<file path="config.mk">
export PLATFORM = sky130hd
export DESIGN_NAME = rd_symfn_seq
export DESIGN_NICKNAME = d
export VERILOG_FILES = /design/src/rtl/rd_symfn_seq.sv
export SDC_FILE = /design/constraint.sdc
export NUM_CORES = 1
export LEC_CHECK = 0
export CAP_MARGIN = 40
export CORE_ASPECT_RATIO = 1.2
export CORE_MARGIN = 2
export CORE_UTILIZATION = 45
export CTS_CLUSTER_DIAMETER = 120
export DETAILED_ROUTE_END_ITERATION = 8
export HOLD_SLACK_MARGIN = 0.06
export PLACE_DENSITY = 0.7
export SLEW_MARGIN = 5
export SYNTH_ARGS = -nofsm -noshare
export SYNTH_HDL_FRONTEND = slang
export SYNTH_SLANG_ARGS = --single-unit
</file>
<file path="constraint.sdc">
create_clock -name clk -period 3 [get_ports clk]
set_input_delay 0.45 -clock clk [delete_from_list [all_inputs] [get_ports clk]]
set_output_delay 0.45 -clock clk [all_outputs]
set_load 0.005 [all_outputs]
</file>
<file path="src/rtl/rd_symfn_seq.sv">
// Sequential rd-class symmetric-function evaluator: counts the ones of a captured vector
// CHUNK bits per cycle, then reports the Hamming weight and one selectable function bit.
module rd_symfn_seq #(
  parameter int N_IN  = 8,
  parameter int CHUNK = 2,
  parameter int W_CNT = $clog2(N_IN + 1)
) (
  input  logic             clk,
  input  logic             rst_n,
  input  logic             in_valid,
  output logic             in_ready,
  input  logic [N_IN-1:0]  in_data,
  input  logic [1:0]       in_mode,
  input  logic [W_CNT-1:0] in_arg,
  output logic             out_valid,
  input  logic             out_ready,
  output logic [W_CNT-1:0] out_weight,
  output logic             out_z,
  output logic             busy
);

  localparam int NCH   = N_IN / CHUNK;
  localparam int IDX_W = (NCH > 1) ? $clog2(NCH) : 1;

  if ((CHUNK < 1) || (CHUNK > N_IN) || ((N_IN % CHUNK) != 0)) begin : g_bad_param
    $error("rd_symfn_seq: N_IN must be a positive multiple of CHUNK");
  end

  typedef enum logic [1:0] {
    S_IDLE  = 2'd0,
    S_COUNT = 2'd1,
    S_DONE  = 2'd2
  } state_e;

  localparam logic [1:0] M_WBIT   = 2'd0;
  localparam logic [1:0] M_THRESH = 2'd1;
  localparam logic [1:0] M_EXACT  = 2'd2;

  function automatic logic [W_CNT-1:0] chunk_pop(input logic [CHUNK-1:0] v);
    logic [W_CNT-1:0] c;
    c = '0;
    for (int i = 0; i < CHUNK; i++) begin
      c = c + W_CNT'(v[i]);
    end
    return c;
  endfunction

  // A shift past the top of w yields zero, which covers the out-of-range bit index case.
  function automatic logic sym_fn(input logic [W_CNT-1:0] w, input logic [1:0] mode,
                                  input logic [W_CNT-1:0] arg);
    logic [W_CNT-1:0] sh;
    sh = w >> arg;
    case (mode)
      M_WBIT:   return sh[0];
      M_THRESH: return (w >= arg);
      M_EXACT:  return (w == arg);
      default:  return w[0];
    endcase
  endfunction

  state_e           state_q, state_d;
  logic [N_IN-1:0]  data_q, data_d;
  logic [1:0]       mode_q, mode_d;
  logic [W_CNT-1:0] arg_q, arg_d;
  logic [IDX_W-1:0] idx_q, idx_d;
  logic [W_CNT-1:0] acc_q, acc_d;
  logic [W_CNT-1:0] weight_q, weight_d;
  logic             z_q, z_d;

  logic [31:0]      shamt;
  logic [N_IN-1:0]  shifted;
  logic [CHUNK-1:0] chunk_v;
  logic             last_chunk;

  always_comb begin
    state_d    = state_q;
    data_d     = data_q;
    mode_d     = mode_q;
    arg_d      = arg_q;
    idx_d      = idx_q;
    acc_d      = acc_q;
    weight_d   = weight_q;
    z_d        = z_q;
    shamt      = 32'(idx_q) * 32'(CHUNK);
    shifted    = data_q >> shamt;
    chunk_v    = shifted[CHUNK-1:0];
    last_chunk = (idx_q == IDX_W'(NCH - 1));

    case (state_q)
      S_IDLE: begin
        if (in_valid) begin
          data_d  = in_data;
          mode_d  = in_mode;
          arg_d   = in_arg;
          acc_d   = '0;
          idx_d   = '0;
          state_d = S_COUNT;
        end
      end
      S_COUNT: begin
        acc_d = acc_q + chunk_pop(chunk_v);
        if (last_chunk) begin
          weight_d = acc_d;
          z_d      = sym_fn(acc_d, mode_q, arg_q);
          state_d  = S_DONE;
        end else begin
          idx_d = idx_q + IDX_W'(1);
        end
      end
      S_DONE: begin
        if (out_ready) begin
          state_d = S_IDLE;
        end
      end
      default: state_d = S_IDLE;
    endcase
  end

  always_ff @(posedge clk or negedge rst_n) begin
    if (!rst_n) begin
      state_q  <= S_IDLE;
      data_q   <= '0;
      mode_q   <= '0;
      arg_q    <= '0;
      idx_q    <= '0;
      acc_q    <= '0;
      weight_q <= '0;
      z_q      <= 1'b0;
    end else begin
      state_q  <= state_d;
      data_q   <= data_d;
      mode_q   <= mode_d;
      arg_q    <= arg_d;
      idx_q    <= idx_d;
      acc_q    <= acc_d;
      weight_q <= weight_d;
      z_q      <= z_d;
    end
  end

  assign in_ready   = (state_q == S_IDLE);
  assign out_valid  = (state_q == S_DONE);
  assign busy       = (state_q != S_IDLE);
  assign out_weight = weight_q;
  assign out_z      = z_q;

endmodule

</file>
==> impl_metrics.yaml <==
sta:
  hold_viol_final: 0
  tns_ps: 0
  max-slew-margin-rel: 0.6742
  max_freq_mhz: 358.8
  worst_slew_pin_slew_ps: 487.8
  setup_slack_ps: 212.6
  period_needed_ps: 2787
  slew_viol_final: 0
  fin_worst_hold_slack_ps: 480.9
  final-setup-viol-count: 0
  fin_crit_sh: 0.9291
  skew_ps: 7.569
  rsz0062_at_grt: "false"
detailed_routing:
  first_pass_iters: 4
  drtIter0Drc: 31
  vias: 962
  wl_per_cell_um: 14.03
  viasPerCell: 5.344
  drtAntennaViolNets: 0
  drcViolationCount: 0
  wl_mm: 2.526
critical_path:
  r2r_start: "idx_q[0]$_DFFE_PN0P_"
  path_cells: "mux4_2 > inv_1 > fa_1 > inv_1 > ha_1 > xnor2_2 > inv_1 > ha_1 > a21oi_1 > nor2b_1 > o311ai_0 > a32oi_1"
  reg2regPathDepth: 12
  r2r_end: "out_z$_DFFE_PN0P_"
  cpMaxStageDelayCell: "dfrtp_2"
  crit_family: "adder cells"
  cp_common_cell: "inv_1"
  critPathMaxFanout: 5
  worst-path-buf-inv: 3
  cp-start-kind: "register"
  critPathMaxStageDelay_ps: 470
  worst_setup_path_end_kind: "register"
  critPathKind: "reg2reg"
  cp_data_arrival_time_ps: 3000
  worst_ep_required_time_ps: 3210
  regToRegSetupSlack_ps: 210
synthesis:
  avgSynthCellArea_um2: 12.06
  synth_nets: 142
  synth_warnings: 0
  ys_top_cells_by_area: "dfrtp_1 48%, mux2_2 9.6%, ha_1 5.3%"
  yosysSeqAreaShare: 0.4787
  synth_top_area_frac: 0.4787
  yosysUniqueCellTypes: 32
  yosysTopAreaCell: "dfrtp_1"
  synthesis.area_um2: 1411
  syn_inst: 117
  synth-seq-cells: 27
clock_network:
  clkTransAtPathRegs_ps: 140
  cts_setup_buffers: 0
  worst_skew_pair.late_latency_ps: 320
  numCtsBuffers: 3
  cts_tree: "built"
  cts_max_path_buffers: 2
  cts_sinks: 27
  holdBufCountCts: 0
  cts_resized: 0
  cts_root_buf: "clkbuf_4"
  cts.htree.levels: 1
global_route:
  antenna_found_initial: 0
  grt_pass1_vias: 957
  track_usage: 0.1701
  grt_max_degree: 28
  grt_pass1_wl_mm: 4.347
  grt-ovfl-total: 0
finish:
  multiInputGateArea_um2: 651.9
  syn2layout_area_growth_pct: 20.92
  nNetsFinal: 170
  fillers: 274
  antenna_cells: 0
  seqCellArea_um2: 676.9
  drive_gt1_frac: 0.2014
run_status:
  status: "complete, no violations"
power_and_ir_drop:
  total_power_mw: 1.955
  powerDensity_nw_per_um2: 1146
  ir_drop_v: 0.0005909
  leakage_nw: 0.7659
floorplan:
  start_util: 0.4661
  ios: 26
  num_rows: 22
  die-area_um2: 3602
  fp.dieW_um: 55.13
  core_area_um2: 3028
  die_h_um: 65.35
place:
  pre_cts_ws_ps: 133.5
  place.gp.congestion: 0.7248
  port_buffers: 25
  dp_hpwl_mm: 1.911
worst_hold_path:
  hold_path.class: "in2async"
job:
  max_cap_viol_count: 0
-- where the power goes --
group | leakage [nW] | switching (mW) | total, mW | internal, mW
registers | 0.328 | 0.162 | 0.707 | 0.545
clock network | 0.0150 | 0.103 | 0.155 | 0.0521
logic | 0.423 | 0.469 | 1.09 | 0.624
total | 0.766 | 0.734 | 1.96 | 1.22
-- worst register-to-register path: cells and delay by family (launching register included) --
family,cells,cell delay (ps)
AO/OA/AOI/OAI,3,570
flip-flops,1,470
buffers and inverters,3,190
AND/OR/NAND/NOR,1,50
multiplexers,1,340
adder cells (fa/ha/maj),3,900
XOR/XNOR,1,150
-- how the worst max path moves through the flow --
stage / start / end / slack, ps / cells past startpoint
after floorplan: idx_q[0]$_DFFE_PN0P_ / out_z$_DFFE_PN0P_ / 350 / 12
after global placement: idx_q[0]$_DFFE_PN0P_ / out_z$_DFFE_PN0P_ / 250 / 12
after detailed placement: idx_q[0]$_DFFE_PN0P_ / out_z$_DFFE_PN0P_ / 130 / 12
after CTS: idx_q[0]$_DFFE_PN0P_ / out_z$_DFFE_PN0P_ / 130 / 12
after global routing: idx_q[0]$_DFFE_PN0P_ / out_z$_DFFE_PN0P_ / 10 / 12
final: idx_q[0]$_DFFE_PN0P_ / out_z$_DFFE_PN0P_ / 210 / 12
-- synthesized netlist by cell type (all sizes together) --
master and count:
a21oi 2, a22o 7, a32oi 1, a41oi 1, and2 1, and2b 1
buf 3, dfrtp 27, fa 1, ha 6, inv 13, mux2 16
mux2i 1, mux4 2, nand2 9, nand2b 1, nand3 1, nand3b 1
nor2 4, nor2b 2, nor3 1, o211ai 1, o21ai 7, o21bai 1
o311ai 2, or2 2, or2b 1, xnor2 2
-- final cells by class --
| type | count | share of cell area |
|---|---|---|
| Sequential cell | 27 | 0.3966 |
| Multi-Input combinational cell | 74 | 0.3820 |
| Timing Repair Buffer | 26 | 0.1510 |
| Inverter | 13 | 0.02859 |
| Tap cell | 36 | 0.02639 |
| Clock buffer | 4 | 0.01540 |
-- stage by stage --
step | cells | utilization | area, um^2
after global routing | 180 | 0.5636 | 1707
final | 180 | 0.5636 | 1707
after detailed placement | 176 | 0.5521 | 1672
after global placement | 176 | 0.5521 | 1672
after floorplan | 117 | - | 1411
after CTS | 180 | 0.5607 | 1698
-- cell families (layout without fill, tap and decap cells) --
kind of cell	after synthesis	in the layout	synth area share
AOI/OAI and AO/OA	22	22	0.1108
xor gates and xnor gates	2	2	0.01241
adders and majority gates	7	7	0.06738
buffers and inverters	16	43	0.06471
DFF	27	27	0.4787
muxes	19	19	0.1773
and+or+nand+nor	24	24	0.08865
-- flip-flops by register name (all words and copies together) (netlist names) --
register,flops
state_q,2
data_q,8
idx_q,2
acc_q,4
arg_q,4
out_weight,4
out_z,1
mode_q,2
-- per-layer routing --
| metal | share of wire | track usage |
|---|---|---|
| met2 | 0.51 | 0.2798 |
| met5 | 0 | 0 |
| met3 | 0.034 | 0.03409 |
| met1 | 0.43 | 0.2157 |
| met4 | 0.022 | 0.06402 |
-- cell usage in the layout, fill, tap and decap left out, types with 2 or more instances in the layout --
master           synthesis  layout
mux2_2                  12      12
inv_1                   12      12
a22o_1                   7       7
o311ai_0                 2       2
a21oi_1                  2       2
nand2_1                  9       9
nor2b_1                  2       2
dfrtp_1                 27      26
mux2_4                   4       4
clkbuf_4                 0       3
nor2_1                   4       4
mux4_2                   2       2
ha_1                     6       6
o21ai_0                  7       7
clkdlybuf4s50_1          0      25
(Power assumes the default switching activity.)
